## config.mk

```make
export PLATFORM = sky130hd
export DESIGN_NAME = seg_display_ctrl
export DESIGN_NICKNAME = d
export VERILOG_FILES = /design/src/rtl/seg_display_ctrl.sv
export SDC_FILE = /design/constraint.sdc
export NUM_CORES = 1
export LEC_CHECK = 0
export ABC_AREA = 1
export CAP_MARGIN = 15
export CORE_ASPECT_RATIO = 0.9
export CORE_UTILIZATION = 58
export DETAILED_ROUTE_END_ITERATION = 6
export PLACE_DENSITY_LB_ADDON = 0.12
export REMOVE_ABC_BUFFERS = 1
export SYNTH_ARGS = -nofsm -noshare
export SYNTH_HDL_FRONTEND = slang
export SYNTH_SLANG_ARGS = --single-unit
```

## constraint.sdc

```tcl
create_clock -name clock -period 2.69 [get_ports clock]
set_clock_uncertainty 0.2 [all_clocks]
set_input_delay 0.538 -clock clock [delete_from_list [all_inputs] [get_ports clock]]
set_output_delay 0.538 -clock clock [all_outputs]
set_load 0.01 [all_outputs]
```

## src/rtl/seg_display_ctrl.sv

```systemverilog
// -----------------------------------------------------------------------------
// seg_display_ctrl
//
// Multiplexed seven-segment display controller for common-anode digits.
// A binary value is accepted over a valid/ready handshake, converted either to
// BCD (sequential double-dabble, one bit per clock) or split into hex nibbles,
// and then scanned across NUM_DIGITS digits at a programmable refresh rate.
//
// Parameters:
//   DATA_W      width of the input value (4..32)
//   NUM_DIGITS  number of physical digits (1..8)
//   REFRESH_DIV clock cycles each digit stays lit (>=2)
//
// Ports:
//   clock     system clock
//   reset     synchronous, active-high reset
//   in_valid  value/mode presented
//   in_ready  controller can accept a value (state is IDLE)
//   in_data   binary value to display
//   in_hex    1 = hex mode, 0 = decimal mode, sampled with in_data
//   busy      conversion in progress (inverse of in_ready)
//   overflow  shown value does not fit in NUM_DIGITS digits
//   an        digit enables, active low, one-hot; an[0] is the rightmost digit
//   seg       segments {g,f,e,d,c,b,a}, active low
//   dp        decimal point, active low
//
// Optional feature macro: SEG_LEADING_ZERO_BLANK_EN
//   When defined, zero digits above the most significant non-zero digit are
//   blanked (digit 0 is never blanked, overflow dashes are never blanked).
//   When undefined, every digit always shows its value.
// -----------------------------------------------------------------------------
module seg_display_ctrl #(
  parameter int DATA_W      = 16,
  parameter int NUM_DIGITS  = 4,
  parameter int REFRESH_DIV = 100000
) (
  input  logic                  clock,
  input  logic                  reset,
  input  logic                  in_valid,
  output logic                  in_ready,
  input  logic [DATA_W-1:0]     in_data,
  input  logic                  in_hex,
  output logic                  busy,
  output logic                  overflow,
  output logic [NUM_DIGITS-1:0] an,
  output logic [6:0]            seg,
  output logic                  dp
);

  localparam int BCD_W = 4 * NUM_DIGITS;
  localparam int CNT_W = $clog2(DATA_W + 1);
  localparam int PRE_W = $clog2(REFRESH_DIV);
  localparam int IDX_W = (NUM_DIGITS > 1) ? $clog2(NUM_DIGITS) : 1;

  localparam logic [6:0] SEG_DASH  = 7'b0111111;
  localparam logic [6:0] SEG_BLANK = 7'b1111111;

  // 10^n computed at elaboration time; 10^8 still fits comfortably in 64 bits.
  function automatic logic [63:0] pow10(input int n);
    logic [63:0] r;
    r = 64'd1;
    for (int i = 0; i < n; i++) begin
      r = r * 64'd10;
    end
    return r;
  endfunction

  localparam logic [63:0] DEC_MAX = pow10(NUM_DIGITS) - 64'd1;

  // Active-low segment pattern for one hex/BCD digit.
  function automatic logic [6:0] seg_pattern(input logic [3:0] d);
    logic [6:0] p;
    case (d)
      4'h0:    p = 7'b1000000;
      4'h1:    p = 7'b1111001;
      4'h2:    p = 7'b0100100;
      4'h3:    p = 7'b0110000;
      4'h4:    p = 7'b0011001;
      4'h5:    p = 7'b0010010;
      4'h6:    p = 7'b0000010;
      4'h7:    p = 7'b1111000;
      4'h8:    p = 7'b0000000;
      4'h9:    p = 7'b0010000;
      4'hA:    p = 7'b0001000;
      4'hB:    p = 7'b0000011;
      4'hC:    p = 7'b1000110;
      4'hD:    p = 7'b0100001;
      4'hE:    p = 7'b0000110;
      default: p = 7'b0001110;
    endcase
    return p;
  endfunction

  typedef enum logic [1:0] {
    IDLE,
    CONVERT,
    UPDATE
  } state_t;

  state_t             state;
  logic [DATA_W-1:0]  bin_reg;
  logic               hex_reg;
  logic               ovf_reg;
  logic [BCD_W-1:0]   bcd_reg;
  logic [CNT_W-1:0]   bit_cnt;
  logic [BCD_W-1:0]   shown;
  logic               shown_hex;

  logic [PRE_W-1:0]   pre_cnt;
  logic [IDX_W-1:0]   idx;

  logic [63:0]        data_wide;
  logic               ovf_next;
  logic [BCD_W-1:0]   bcd_adj;
  logic [BCD_W-1:0]   hex_digits;

  logic               pre_last;
  logic [IDX_W-1:0]   idx_next;
  logic [NUM_DIGITS-1:0] blank_mask;
  logic [3:0]         cur_digit;
  logic               cur_blank;
  logic [NUM_DIGITS-1:0] an_next;
  logic [6:0]         seg_next;
  logic               dp_next;

  assign in_ready = (state == IDLE);
  assign busy     = ~in_ready;

  // Overflow is decided once, at acceptance, from the raw binary value:
  // decimal overflows above 10^N-1, hex overflows if any bit beyond the
  // available nibbles is set.
  always_comb begin
    data_wide = 64'(in_data);
    if (in_hex) begin
      ovf_next = (data_wide >> BCD_W) != 64'd0;
    end else begin
      ovf_next = data_wide > DEC_MAX;
    end
  end

  // Double-dabble correction: any BCD digit of 5 or more gets +3 so that the
  // following left shift carries correctly into the next decade.
  always_comb begin
    bcd_adj = bcd_reg;
    for (int k = 0; k < NUM_DIGITS; k++) begin
      if (bcd_reg[4*k +: 4] >= 4'd5) begin
        bcd_adj[4*k +: 4] = bcd_reg[4*k +: 4] + 4'd3;
      end
    end
  end

  // Hex digits are the low nibbles of the value, zero-extended when the
  // value is narrower than the display.
  assign hex_digits = BCD_W'(bin_reg);

  // Control FSM. The conversion works on private registers; the shown-digit
  // register and overflow flag change together in UPDATE so the scan never
  // sees a half-converted value.
  always_ff @(posedge clock) begin
    if (reset) begin
      state     <= IDLE;
      bin_reg   <= '0;
      hex_reg   <= 1'b0;
      ovf_reg   <= 1'b0;
      bcd_reg   <= '0;
      bit_cnt   <= '0;
      shown     <= '0;
      shown_hex <= 1'b0;
      overflow  <= 1'b0;
    end else begin
      case (state)
        IDLE: begin
          if (in_valid) begin
            bin_reg <= in_data;
            hex_reg <= in_hex;
            ovf_reg <= ovf_next;
            bcd_reg <= '0;
            bit_cnt <= '0;
            state   <= CONVERT;
          end
        end
        CONVERT: begin
          if (hex_reg) begin
            bcd_reg <= hex_digits;
            state   <= UPDATE;
          end else begin
            // Bits pushed out of the top of the BCD register are lost; the
            // overflow flag already covers every value where that happens.
            bcd_reg <= (bcd_adj << 1) | BCD_W'(bin_reg[DATA_W-1]);
            bin_reg <= bin_reg << 1;
            bit_cnt <= bit_cnt + CNT_W'(1);
            if (bit_cnt == CNT_W'(DATA_W - 1)) begin
              state <= UPDATE;
            end
          end
        end
        UPDATE: begin
          shown     <= bcd_reg;
          shown_hex <= hex_reg;
          overflow  <= ovf_reg;
          state     <= IDLE;
        end
        default: begin
          state <= IDLE;
        end
      endcase
    end
  end

  // Next scan position: the prescaler wrap advances the digit index.
  always_comb begin
    pre_last = (pre_cnt == PRE_W'(REFRESH_DIV - 1));
    idx_next = idx;
    if (pre_last) begin
      if (idx == IDX_W'(NUM_DIGITS - 1)) begin
        idx_next = '0;
      end else begin
        idx_next = idx + IDX_W'(1);
      end
    end
  end

`ifdef SEG_LEADING_ZERO_BLANK_EN
  // Walk from the most significant digit down; zeros are blanked until the
  // first non-zero digit is seen. Digit 0 is excluded so zero shows as '0'.
  always_comb begin
    logic seen;
    seen       = 1'b0;
    blank_mask = '0;
    for (int k = NUM_DIGITS - 1; k >= 1; k--) begin
      if (shown[4*k +: 4] != 4'd0) begin
        seen = 1'b1;
      end else if (!seen) begin
        blank_mask[k] = 1'b1;
      end
    end
  end
`else
  assign blank_mask = '0;
`endif

  // Select the digit that will be lit after this edge and build its outputs
  // so that an, seg and dp all change on the same edge.
  always_comb begin
    cur_digit = '0;
    cur_blank = 1'b0;
    an_next   = '1;
    for (int k = 0; k < NUM_DIGITS; k++) begin
      if (idx_next == IDX_W'(k)) begin
        cur_digit  = shown[4*k +: 4];
        cur_blank  = blank_mask[k];
        an_next[k] = 1'b0;
      end
    end

    if (overflow) begin
      seg_next = SEG_DASH;
    end else if (cur_blank) begin
      seg_next = SEG_BLANK;
    end else begin
      seg_next = seg_pattern(cur_digit);
    end

    dp_next = ~(shown_hex && (idx_next == '0));
  end

  // Scan registers: prescaler, digit index and the registered drive outputs.
  always_ff @(posedge clock) begin
    if (reset) begin
      pre_cnt <= '0;
      idx     <= '0;
      an      <= ~NUM_DIGITS'(1);
      seg     <= 7'b1000000;
      dp      <= 1'b1;
    end else begin
      pre_cnt <= pre_last ? '0 : pre_cnt + PRE_W'(1);
      idx     <= idx_next;
      an      <= an_next;
      seg     <= seg_next;
      dp      <= dp_next;
    end
  end

endmodule
```

# ---- After elaboration in Yosys (flattened, before gate mapping)
# Memories as Yosys holds them, arrays and structs flattened.
# Cells that the tools add are included.
dict set report totals {
  rom_bits 112
  ff_bits 90
  n_memories 1
  output_inout_bits 15
  wordCells 79
}
dict set report op_classes {
  order_cmp 5
  bitwise_logic 3
  n_mux 29
  reduce_logical 9
  add_sub_neg 7
  n_eq_ne 11
}
# memory words width rd rd_ports_with_merged_regs write_ports line
set memory_table {}
lappend memory_table {{(name not given)} 16 7 1 0 0 73} ;# case (d)
# op count
set op_table {}
lappend op_table {{two-way mux 16 bit} 4}
lappend op_table {{one-hot mux 16 bit (2 select lines)} 2}
lappend op_table {{two-way mux 4 bit} 7}
lappend op_table {{adder 17 x 1 -> 17 bit, second input constant} 1}
lappend op_table {{== test 17 bit, second input constant} 1}
lappend op_table {{greater-or-equal comparator 4 x 3 -> 1 bit, second input constant} 4}
lappend op_table {{greater-than comparator 16 x 14 -> 1 bit, second input constant} 1}
lappend op_table {{OR 16 x 1 -> 16 bit} 1}
lappend op_table {{adder 4 x 2 -> 4 bit, second input constant} 3}
lappend op_table {{two-way mux 2 bit} 5}
lappend op_table {{two-way mux 5 bit} 2}
lappend op_table {{one-hot mux 5 bit (2 select lines)} 1}
lappend op_table {{== test 2 bit, second input constant} 4}
lappend op_table {{two-way mux 7 bit} 1}
lappend op_table {{AND reduction 2 bit} 3}
lappend op_table {{adder 5 x 1 -> 5 bit, second input constant} 1}
lappend op_table {{== test 5 x 4 -> 1 bit, second input constant} 1}
lappend op_table {{two-way mux 1 bit} 5}
lappend op_table {{== test 2 x 1 -> 1 bit, second input constant} 2}
lappend op_table {{zero test 2 bit} 2}
lappend op_table {{!= test 2 bit, second input constant} 2}
lappend op_table {{one-hot mux 2 bit (2 select lines)} 1}
lappend op_table {{adder 3 x 2 -> 3 bit, second input constant} 1}
lappend op_table {{two-way mux 3 bit} 1}
lappend op_table {{other kinds (7)} 8}

# ---- Depth between registers and ports, before layout
# An unclocked memory read counts as a cell.
dict set report logic_depth {
  depth_word 10
  mapped_depth 19
  depth_no_buf 19
}

# ---- Worst setup path before layout
# No wires, ideal clock.
dict set report synth_path {
  path_type {reg2reg}
  start {reg pre_cnt[0]}
  end {reg seg[0]}
  setup_ns 0.128
  t_arrival_ns 2.090
  path_stages_with_launch 18
  path_buffers 0
  period_less_slack_ns 2.418
  path_slack_ns 0.272
  cell_sequence {dfxtp_1 > ha_1 > nand2_1 > nor2_4 > nand3_2 > nand2_1 > nand2_2 > o21ai_0 > nand3_1 > nand2_1 > inv_1 > ha_1 > inv_1 > nand3_1 > nand3_1 > nand2_1 > nor2_1 > nor2_1}
}
dict set report synth_between {
  elab_chain_cells 9
}
# item line
set synth_rtl {}
lappend synth_rtl {{from (decl)} 109} ;# logic [PRE_W-1:0] pre_cnt;
lappend synth_rtl {{from (signal assigned)} 276} ;# pre_cnt <= pre_last ? '0 : pre_cnt + PRE_W'(1);
lappend synth_rtl {{== test 17 bit *} 212} ;# pre_last = (pre_cnt == PRE_W'(REFRESH_DIV - 1));
lappend synth_rtl {{two-way mux 2 bit *} 214} ;# if (pre_last) begin
lappend synth_rtl {{zero test 2 bit} 249} ;# if (idx_next == IDX_W'(k)) begin
lappend synth_rtl {{two-way mux 4 bit (3 in a row)} 249}
lappend synth_rtl {{two-way mux 4 bit *} 249}
lappend synth_rtl {{memory (16 x 7 bit) *} --}
lappend synth_rtl {{two-way mux 7 bit *} 256} ;# if (overflow) begin
lappend synth_rtl {{to (signal assigned)} 279} ;# seg <= seg_next;
lappend synth_rtl {{to (decl)} 46} ;# output logic [6:0] seg,
# Every way passes the cells marked *; elsewhere a longest branch is shown, timed or not.
# A chain may end at the register's enable or synchronous reset.

# ---- Final worst setup path
dict set report layout_path {
  start {reg pre_cnt[0]}
  end {reg seg[3]}
}
# The elaborated chain is that of the path after synthesis.

==> results.json <==
{
  "fin_ws_ps": -21.0,
  "final_common_cell": "nand2_1",
  "cts_tree": "yes",
  "synthesis.area_sq_mm": 0.00442,
  "initial_utilization": 0.612,
  "ant_nets": 0,
  "yosysWarnings": 0,
  "crit_type": "reg -> reg",
  "synth_edf_count": 0,
  "clk_transition_reported_paths_ps": 80,
  "clockBufferDepth": 2,
  "final_cell_mix": "nand2_1, dfxtp_1, nor2_1, o21ai_0, a21oi_1",
  "violations": "setup timing",
  "final_layout_size_suffix_gt1_frac": 0.155,
  "setup_tns_ps": -33.4,
  "htree_levels": 3,
  "powerDensity_mw_per_mm2": 531,
  "fin_cells": 759,
  "finalCriticalPeriod_ps": 2710,
  "ys.flop_type": "dfxtp_1",
  "endpoint_kind": "flip-flop",
  "finalNetCount": 700,
  "drt_wl_total_microns": 10800,
  "rows": 29,
  "cts-root-buf": "clkbuf_8",
  "fp.dieW_microns": 94.0,
  "drc": 0,
  "hp-class": "reg -> reg",
  "dp.final_hpwl_microns": 6890,
  "final_hold_viol_count": 0,
  "vias_per_cell": 5.60,
  "dieArea_sq_mm": 0.00798,
  "cts.sinks": 90,
  "io_buffers": 34,
  "placed_cells": 723,
  "antenna_cells": 0,
  "holdWs_ps": 257,
  "fmax_mhz": 369,
  "tightest_slew_ps": 1110,
  "holdBufCountCts": 0,
  "ys_seq_elements": 90,
  "die_h_microns": 84.8,
  "drt_iter0_markers": 273,
  "cts_buffers": 9,
  "finalSetupViolations": 3,
  "clk_latency_ps": 360,
  "top_register": "pre_cnt",
  "grt_max_degree": 34,
  "syn_inst": 607,
  "irDropWorstVdd_mv": 0.419,
  "arrival_ps": 2750,
  "cap_violations": 0,
  "gp_congestion": 0.901,
  "yosys.cell_types.count": 39,
  "dr.pass1.iters": 5,
  "start_kind": "flip-flop",
  "required_ps": 2730,
  "num_io_pins": 35,
  "run_status": "complete, but fails checks",
  "coreArea_sq_mm": 0.00722,
  "min_period_over_period": 1.01,
  "vias": 4249,
  "p_leak_nw": 2.16,
  "largest_reg_flops": 17,
  "async_flop_share": 0,
  "antenna_found_initial": 0,
  "relSlewSlack": 0.256,
  "seq_area_frac_synth": 0.407,
  "report.final.slew_viol_count": 0,
  "syn2layout_area_growth_pct": 22.0,
  "cp_max_fo": 5,
  "wire_per_inst_microns": 14.3,
  "grt_pass1_wl_microns": 16800,
  "grt_pass1_vias": 3859,
  "syn_area_per_cell_sq_um": 7.28,
  "grt_util_all_layers": 0.264,
  "total_power_w": 0.00286,
  "grt-ovfl-total": 0
}
routing by layer:
layer / vias to the layer above / share of wire / track usage
met3: 37 / 0.051 / 0.0672
met5: - / 0 / 0
li1: 2108 / - / -
met1: 1958 / 0.43 / 0.324
met4: 0 / 0.029 / 0.0839
met2: 146 / 0.49 / 0.453
worst max-delay path: stages, from the launching register on:
cell     delay, ps
dfxtp_2        370
ha_4           140
nand2_2         70
nor2_4         220
buf_4          160
nand4_1         70
buf_4          180
nand2_8         80
nand3_1        150
nand4_4        200
inv_4           70
ha_4           260
nand3_1        100
nand3_1        110
nand2_1         60
nor2_1          90
nor2_1          50
repair_timing:
action	4_1_cts	5_1_grt
setup buffers	0	19
setup endpoints to repair	2	7
gates resized for setup	2	36
gates cloned	0	1
pin swaps	0	11
per-stage QoR:
stage / util / setup WS, ps / cell area, sq um
final: 0.747 / -21.0 / 5390
after global routing: 0.747 / -163 / 5390
after CTS: 0.702 / 39.7 / 5070
after detailed placement: 0.674 / -7.72 / 4870
after global placement: 0.674 / 127 / 4870
after floorplan: - / 232 / 4330
logic make-up (layout without fill, tap and decap cells):
group           after synthesis  in the layout  share of synthesized area
buf+inv                      84            142                     0.0733
compound gates              146            146                      0.179
xor+xnor                      6              6                     0.0119
simple gates                262            263                      0.274
fa+ha+maj                    19             19                     0.0538
flops                        90             90                      0.407
final timing paths:
kind              start          to  slack, ps  depth (start not counted)
max          pre_cnt[0]      seg[3]        -20                         16
min          pre_cnt[0]  pre_cnt[0]        260                          1
max reg2reg  pre_cnt[0]      seg[3]        -20                         16
min reg2reg  pre_cnt[0]  pre_cnt[0]        260                          1
where the power goes:
part	total [W]	internal (W)	leakage, nW	switching [W]
registers	0.00147	0.00142	0.734	0.0000535
logic	0.000465	0.000185	1.33	0.000279
clock network	0.000930	0.000456	0.0966	0.000474
total	0.00286	0.00206	2.16	0.000807
layout make-up:
class | instances | area, sq um
Tap cell | 93 | 116
Timing Repair Buffer | 63 | 562
Fill cell | 550 | 1830
Multi-Input combinational cell | 434 | 2480
Clock buffer | 12 | 145
Clock inverter | 4 | 51.3
Inverter | 63 | 239
Sequential cell | 90 | 1800
cells in the mapped netlist (5+ instances only):
library cell,n,area (sq um)
o21ai_0,58,290
nor2_2,5,31.3
nand3_1,26,130
inv_1,55,206
a21oi_1,56,280
nor2_1,57,214
a31oi_1,15,93.8
nand3_2,8,80.1
ha_1,19,238
inv_2,7,26.3
dfxtp_1,90,1800
nand2_1,135,507
nand2_2,7,43.8
xor2_1,6,52.6
clkbuf_1,18,67.6
Power figures use the tool's default switching activity.
